$ cat config.mk
export PLATFORM = sky130hd
export DESIGN_NAME = alu_ctrl_seq
export DESIGN_NICKNAME = d
export VERILOG_FILES = /design/src/rtl/alu_ctrl_seq.sv
export SDC_FILE = /design/constraint.sdc
export NUM_CORES = 1
export LEC_CHECK = 0
export ABC_AREA = 1
export CORE_ASPECT_RATIO = 0.75
export CORE_MARGIN = 1.5
export CORE_UTILIZATION = 35
export DETAILED_ROUTE_END_ITERATION = 12
export PLACE_DENSITY = 0.59
export SLEW_MARGIN = 20
export SYNTH_ARGS = -nofsm -noshare
export SYNTH_HDL_FRONTEND = slang
export SYNTH_SLANG_ARGS = --single-unit
$ cat constraint.sdc
create_clock -name clk -period 2.1 [get_ports clk]
set_input_delay 0.21 -clock clk [delete_from_list [all_inputs] [get_ports clk]]
set_output_delay 0.21 -clock clk [all_outputs]
set_load 0.01 [all_outputs]
$ cat src/rtl/alu_ctrl_seq.sv
// EX-stage ALU control: registered ALUop/funct decode plus a sequencer that
// launches the multiply/divide unit, stalls for its latency and pulses HI/LO write.
module alu_ctrl_seq #(
    parameter int SEL_W       = 4,
    parameter int MDU_LATENCY = 32,
    parameter int CNT_W       = $clog2(MDU_LATENCY)
) (
    input  logic             clk,
    input  logic             rst_n,
    input  logic             valid_in,
    input  logic [1:0]       ALUop,
    input  logic [5:0]       funct,
    input  logic             flush,
    output logic [SEL_W-1:0] select,
    output logic             illegal,
    output logic             mdu_start,
    output logic [1:0]       mdu_op,
    output logic             stall,
    output logic             hilo_we,
    output logic [1:0]       fsm_state
);

    typedef enum logic [1:0] {
        IDLE = 2'd0,
        BUSY = 2'd1,
        DONE = 2'd2
    } state_t;

    state_t           state, state_nxt;
    logic [CNT_W-1:0] cnt;
    logic             accept;
    logic             is_mdu;
    logic             dec_ill;
    logic [3:0]       dec_code;

    // Handshake: an instruction is consumed on a rising edge where valid_in is
    // high and neither stall nor flush is; upstream holds it while stall is high.
    assign accept = valid_in & ~stall & ~flush;

    always_comb begin
        dec_code = 4'b1111;
        dec_ill  = 1'b1;
        is_mdu   = 1'b0;
        case (ALUop)
            2'b00: begin dec_code = 4'b0010; dec_ill = 1'b0; end
            2'b01: begin dec_code = 4'b0110; dec_ill = 1'b0; end
            2'b10: begin
                dec_ill = 1'b0;
                case (funct)
                    6'b100000, 6'b100001: dec_code = 4'b0010;
                    6'b100010, 6'b100011: dec_code = 4'b0110;
                    6'b100100:            dec_code = 4'b0000;
                    6'b100101:            dec_code = 4'b0001;
                    6'b100110:            dec_code = 4'b0011;
                    6'b100111:            dec_code = 4'b1100;
                    6'b101010:            dec_code = 4'b0111;
                    6'b101011:            dec_code = 4'b1000;
                    6'b000000:            dec_code = 4'b1001;
                    6'b000010:            dec_code = 4'b1010;
                    6'b000011:            dec_code = 4'b1011;
                    6'b011000, 6'b011001, 6'b011010, 6'b011011: begin
                        dec_code = 4'b0000;
                        is_mdu   = 1'b1;
                    end
                    default: begin
                        dec_code = 4'b1111;
                        dec_ill  = 1'b1;
                    end
                endcase
            end
            default: begin dec_code = 4'b1111; dec_ill = 1'b1; end
        endcase
    end

    always_ff @(posedge clk or negedge rst_n) begin
        if (!rst_n) state <= IDLE;
        else        state <= state_nxt;
    end

    always_comb begin
        state_nxt = state;
        if (flush) begin
            state_nxt = IDLE;
        end else begin
            case (state)
                IDLE:    if (accept && is_mdu) state_nxt = BUSY;
                BUSY:    if (cnt == '0) state_nxt = DONE;
                DONE:    state_nxt = (accept && is_mdu) ? BUSY : IDLE;
                default: state_nxt = IDLE;
            endcase
        end
    end

    always_comb begin
        stall     = (state == BUSY);
        hilo_we   = (state == DONE);
        fsm_state = state;
    end

    always_ff @(posedge clk or negedge rst_n) begin
        if (!rst_n) begin
            select    <= '0;
            illegal   <= 1'b0;
            mdu_start <= 1'b0;
            mdu_op    <= 2'b00;
            cnt       <= '0;
        end else begin
            mdu_start <= accept & is_mdu;
            if (accept) begin
                select  <= SEL_W'(dec_code);
                illegal <= dec_ill;
                if (is_mdu) mdu_op <= funct[1:0];
            end
            // Counter loads L-1 so BUSY spans exactly MDU_LATENCY cycles.
            if (flush)                         cnt <= '0;
            else if (accept && is_mdu)         cnt <= CNT_W'(MDU_LATENCY - 1);
            else if (state == BUSY && cnt != '0) cnt <= cnt - 1'b1;
        end
    end

endmodule
# Word level (Yosys, flattened, before mapping)
# Index checks and enable logic that the tools add are counted.
dict set report classes {
  n_bitwise 5
  n_mux 14
  n_reduce_logical 16
  eq_ne 22
  add_sub_neg 1
}
# operator n
set ops {}
lappend ops {{== test 6 bit (second input constant)} 10}
lappend ops {{one-hot mux 4 bit (11 select lines)} 1}
lappend ops {{== test 6 x 5 -> 1 bit (second input constant)} 4}
lappend ops {{OR reduction 17 bit} 1}
lappend ops {{two-way mux 5 bit} 3}
lappend ops {{== test 6 x 2 -> 1 bit (second input constant)} 2}
lappend ops {{one-hot mux 4 bit (3 select lines)} 1}
lappend ops {{zero test 6 bit} 1}
lappend ops {{two-way mux 2 bit} 3}
lappend ops {{one-hot mux 2 bit (3 select lines)} 1}
lappend ops {{OR reduction 2 bit} 3}
lappend ops {{zero test 5 bit} 1}
lappend ops {{nonzero test 5 bit} 1}
lappend ops {{OR reduction 5 bit} 1}
lappend ops {{subtractor 5 x 1 -> 5 bit (second input constant)} 1}
lappend ops {{== test 2 x 1 -> 1 bit (second input constant)} 2}
lappend ops {{== test 2 bit (second input constant)} 2}
lappend ops {{zero test 2 bit} 2}
lappend ops {{two-way mux 1 bit} 4}
lappend ops {{AND reduction 2 bit} 2}
lappend ops {{OR reduction 4 bit} 1}
lappend ops {{bitwise AND 1 bit} 3}
lappend ops {{!= test 3 x 2 -> 1 bit (second input constant)} 1}
lappend ops {{!= test 3 bit (second input constant)} 1}
lappend ops {{4 further kinds} 6}
dict set report word_totals {
  out_inout_bits 12
  register_bits 15
  in_bits 12
}

# Depth between registers and ports, before layout
dict set report depth {
  depth_word 8
  depth_mapped 9
  ltp_nobuf 9
}

# Least setup slack after synthesis
# No wires, ideal clock.
dict set report synth_timing {
  path_kind {reg2reg}
  from {reg state[1] (netlist: fsm_state[1])}
  to {reg cnt[0]}
  path_slack_ns 0.819
  arrival_time_ns 1.164
  period_less_slack_ns 1.281
  n_path_buf 0
  stages_incl_launch_ff 8
  cell_sequence {dfrtp_1 > inv_1 > nand2_1 > inv_1 > nand2_1 > xor2_1 > o21ai_1 > inv_1}
}
dict set report synth_via {
  elab_chain_cells 7
  word_cells_on_any_way 9
}
# element line
set synth_rtl {}
lappend synth_rtl {{from (decl)} 29} ;# state_t state, state_nxt;
lappend synth_rtl {{from (signal assigned)} 77} ;# else state <= state_nxt;
lappend synth_rtl {{== test 2 x 1 -> 1 bit (*)} 95} ;# stall = (state == BUSY);
lappend synth_rtl {{named net stall} 18} ;# output logic stall,
lappend synth_rtl {{NOT 1 bit} 38} ;# assign accept = valid_in & ~stall & ~flush;
lappend synth_rtl {{bitwise AND 1 bit (2 in series)} 38}
lappend synth_rtl {{logical AND 1 bit} 116} ;# else if (accept && is_mdu) cnt <= CNT_W'(MDU_LATENCY - 1);
lappend synth_rtl {{two-way mux 5 bit} 116}
lappend synth_rtl {{two-way mux 5 bit} 115} ;# if (flush) cnt <= '0;
lappend synth_rtl {{to (signal assigned)} 116}
lappend synth_rtl {{to (signal assigned)} 117} ;# else if (state == BUSY && cnt != '0) cnt <= cnt - 1'b1;
lappend synth_rtl {{to (decl)} 30} ;# logic [CNT_W-1:0] cnt;
# The timed path passes the listed nets; every way through them passes the cells marked *.
# A chain may end at the register's enable or synchronous reset.

# Worst setup path in the final report
dict set report layout_timing {
  from {reg state[1] (netlist: fsm_state[1])}
  to {out stall}
}
dict set report layout_via {
  elab_chain_cells 1
}
# element line
set layout_rtl {}
lappend layout_rtl {{== test 2 x 1 -> 1 bit} 95}
lappend layout_rtl {{to (decl)} 18}
# Every way passes these cells.

==> flow_summary.yaml <==
clock_tree:
  cts.repair.resized: 0
  cts_inserted_buffers: 3
  insertion_delay_ns: 0.25
  holdBufCountCts: 0
  htreeDepth: 1
  cts_tree: "yes"
  clock_path_buffers: 2
  cts.root.buffer_cell: "clkbuf_8"
  path_clk_slew_ns: 0.06
  cts_setup_buffers: 0
  cts_sinks: 15
place:
  placedCellCount: 197
  dp_hpwl_um: 1820
  placed_area_um2: 1260
  numPortBuffers: 23
  gp_congestion: 0.925
synth:
  yosysWarnings: 0
  synthTopCellsByArea: "dfrtp_1, nand2_1, inv_1"
  synth_area_um2: 988
  ys_ff_latch: 15
  synth_largest_area_cell: "dfrtp_1"
  syn_nets: 152
  syn_inst: 138
  yosysTopAreaCellShare_pct: 38.0
  synth.avg_cell_area_um2: 7.16
  ys_seq_area_share_pct: 38.0
  ys_types: 22
global_route:
  grt_pass1_wl_um: 3770
  overflow: 0
  grtUsageTotal_pct: 15.5
  antenna_found_initial: 0
  grt_max_degree: 16
  grt_pass1_vias: 858
worst_setup_path:
  required_ns: 1.89
  cp_slowest_cell: "clkdlybuf4s50_1"
  worstPathArrival_ns: 1.53
  path_cells: "inv_1, nand2_1, inv_1, clkdlybuf4s50_1"
  slowest_delay_ns: 0.56
  path_delay_family: "buffers and inverters"
  cp_max_fo: 3
  worst_setup_path_end_kind: "primary output"
  crit_buf_inv: 3
  cp-start-kind: "register"
  criticalPathCategory: "register to primary output"
  path_common_cell: "inv_1"
timing:
  timing.fmax_ghz: 0.573
  fin_crit_sh_pct: 83.1
  tns_ns: 0
  fin_crit_ns: 1.74
  drv_slew: 0
  maxSlewHeadroom_pct: 56.2
  max_slew.worst_pin.slew_ns: 0.655
  finalHoldViolCount: 0
  rsz0062_at_grt: "false"
  clock-skew-final_ns: 0.000945
  hold_ws_ns: 0.363
  setup_viol: 0
status:
  status: "finished, final reports clean"
routing:
  first_pass_iters: 4
  routed_wl_um: 2210
  drc: 0
  drt_iter0_drc: 44
  post_drt_wl_per_cell_um: 11.0
  dr_total_vias: 957
  via_per_inst: 4.76
  antenna_left: 0
floorplanning:
  rows: 16
  fp.dieArea_um2: 3160
  die_height_um: 49.0
  ioPinCount: 24
  initial_core_util_pct: 37.4
  core-area_um2: 2640
  dieWidth_um: 64.4
finish:
  post-route-util_pct: 49.5
  area_growth_pct: 32.4
  stdcell_area_um2: 1310
  antenna_cells: 0
  fin_nets: 180
  drive_above_1_share_pct: 9.09
  stdcell_count: 201
  nFillCells: 277
run:
  cap_violations: 0
power_and_ir_drop:
  power_density_nw_per_um2: 556
  vdd_drop_max_mv: 0.302
  p_leak_nw: 0.674
worst_hold_path:
  hold_class: "input port to async pin"
-- metrics by stage --
step                      setup slack, ns  power [W]
after floorplan                     0.819   0.000417
after global placement              0.378   0.000499
after detailed placement            0.382   0.000500
after CTS                           0.360   0.000738
after global routing                0.247   0.000770
final                               0.355   0.000728
-- registers in the layout, summed over array words and instances (netlist names) --
register,flops
cnt,5
fsm_state,2
illegal,1
mdu_op,2
mdu_start,1
select,4
-- cells in the final DEF, fill, tap and decap left out, types with 3 or more instances in the layout --
cell type,count
nand2_1,38
clkdlybuf4s50_1,23
inv_1,20
nor2_1,16
dfrtp_1,15
nand3_1,10
o21ai_0,6
nor3_1,5
nand3_2,3
xor2_1,3
a21oi_1,3
nand4_1,3
clkbuf_8,3
-- kinds of logic (layout without fill, tap and decap cells) --
| kind of cell | count (synthesis) | in the layout | share of synthesized area, % |
|---|---|---|---|
| AND/OR/NAND/NOR | 81 | 81 | 39.7 |
| flip-flops | 15 | 15 | 38.0 |
| adder cells (fa/ha/maj) | 2 | 2 | 2.53 |
| XOR/XNOR | 4 | 4 | 3.54 |
| AO/OA/AOI/OAI | 13 | 13 | 7.34 |
| buffers and inverters | 23 | 50 | 8.86 |
-- where the power goes --
| part | switching [W] | total [W] | leakage, nW | internal, W |
|---|---|---|---|---|
| Combinational | 0.0000913 | 0.000169 | 0.457 | 0.0000782 |
| Clock | 0.0000990 | 0.000233 | 0.0228 | 0.000134 |
| Sequential | 0.0000135 | 0.000325 | 0.194 | 0.000312 |
| Total | 0.000204 | 0.000728 | 0.674 | 0.000524 |
-- layout make-up --
type	instances	area, µm²	area share, %
multi-input cells	100	526	40.2
flip-flops and latches	15	375	28.7
well taps	36	45.0	3.44
inverters	23	87.6	6.69
repair buffers	23	230	17.6
clock buffers	4	45.0	3.44
-- synth_stat cells, drive strengths merged --
| cell type | n |
|---|---|
| nand2 | 38 |
| inv | 22 |
| nor2 | 20 |
| dfrtp | 15 |
| nand3 | 13 |
| o21ai | 7 |
| nor3 | 6 |
| nand4 | 4 |
| a21oi | 3 |
| xor2 | 3 |
| ha | 2 |
| o211ai | 2 |
| clkinv | 1 |
| o31ai | 1 |
| xnor2 | 1 |
-- worst paths after layout --
kind / startpoint / to / slack (ns) / cells past startpoint
min in group clk: select[0] / select[0] / 0.49 / 2
worst max register to register: cnt[1] / cnt[1] / 0.71 / 9
worst min-delay path: rst_n / illegal / 0.36 / 1
worst min register to register: select[0] / select[0] / 0.49 / 2
worst max-delay path: fsm_state[1] / stall / 0.36 / 4
max in group asynchronous: rst_n / mdu_op[1] / 1.32 / 1
-- per-layer routing --
metal,track usage [%],vias to the layer above,part of all wire (%)
met5,0,-,0
met3,4.39,2,7.1
li1,-,491,-
met1,23.4,434,51
met2,22.0,30,42
met4,3.19,0,0.54
Note: power is estimated with default switching activity, not from simulation.
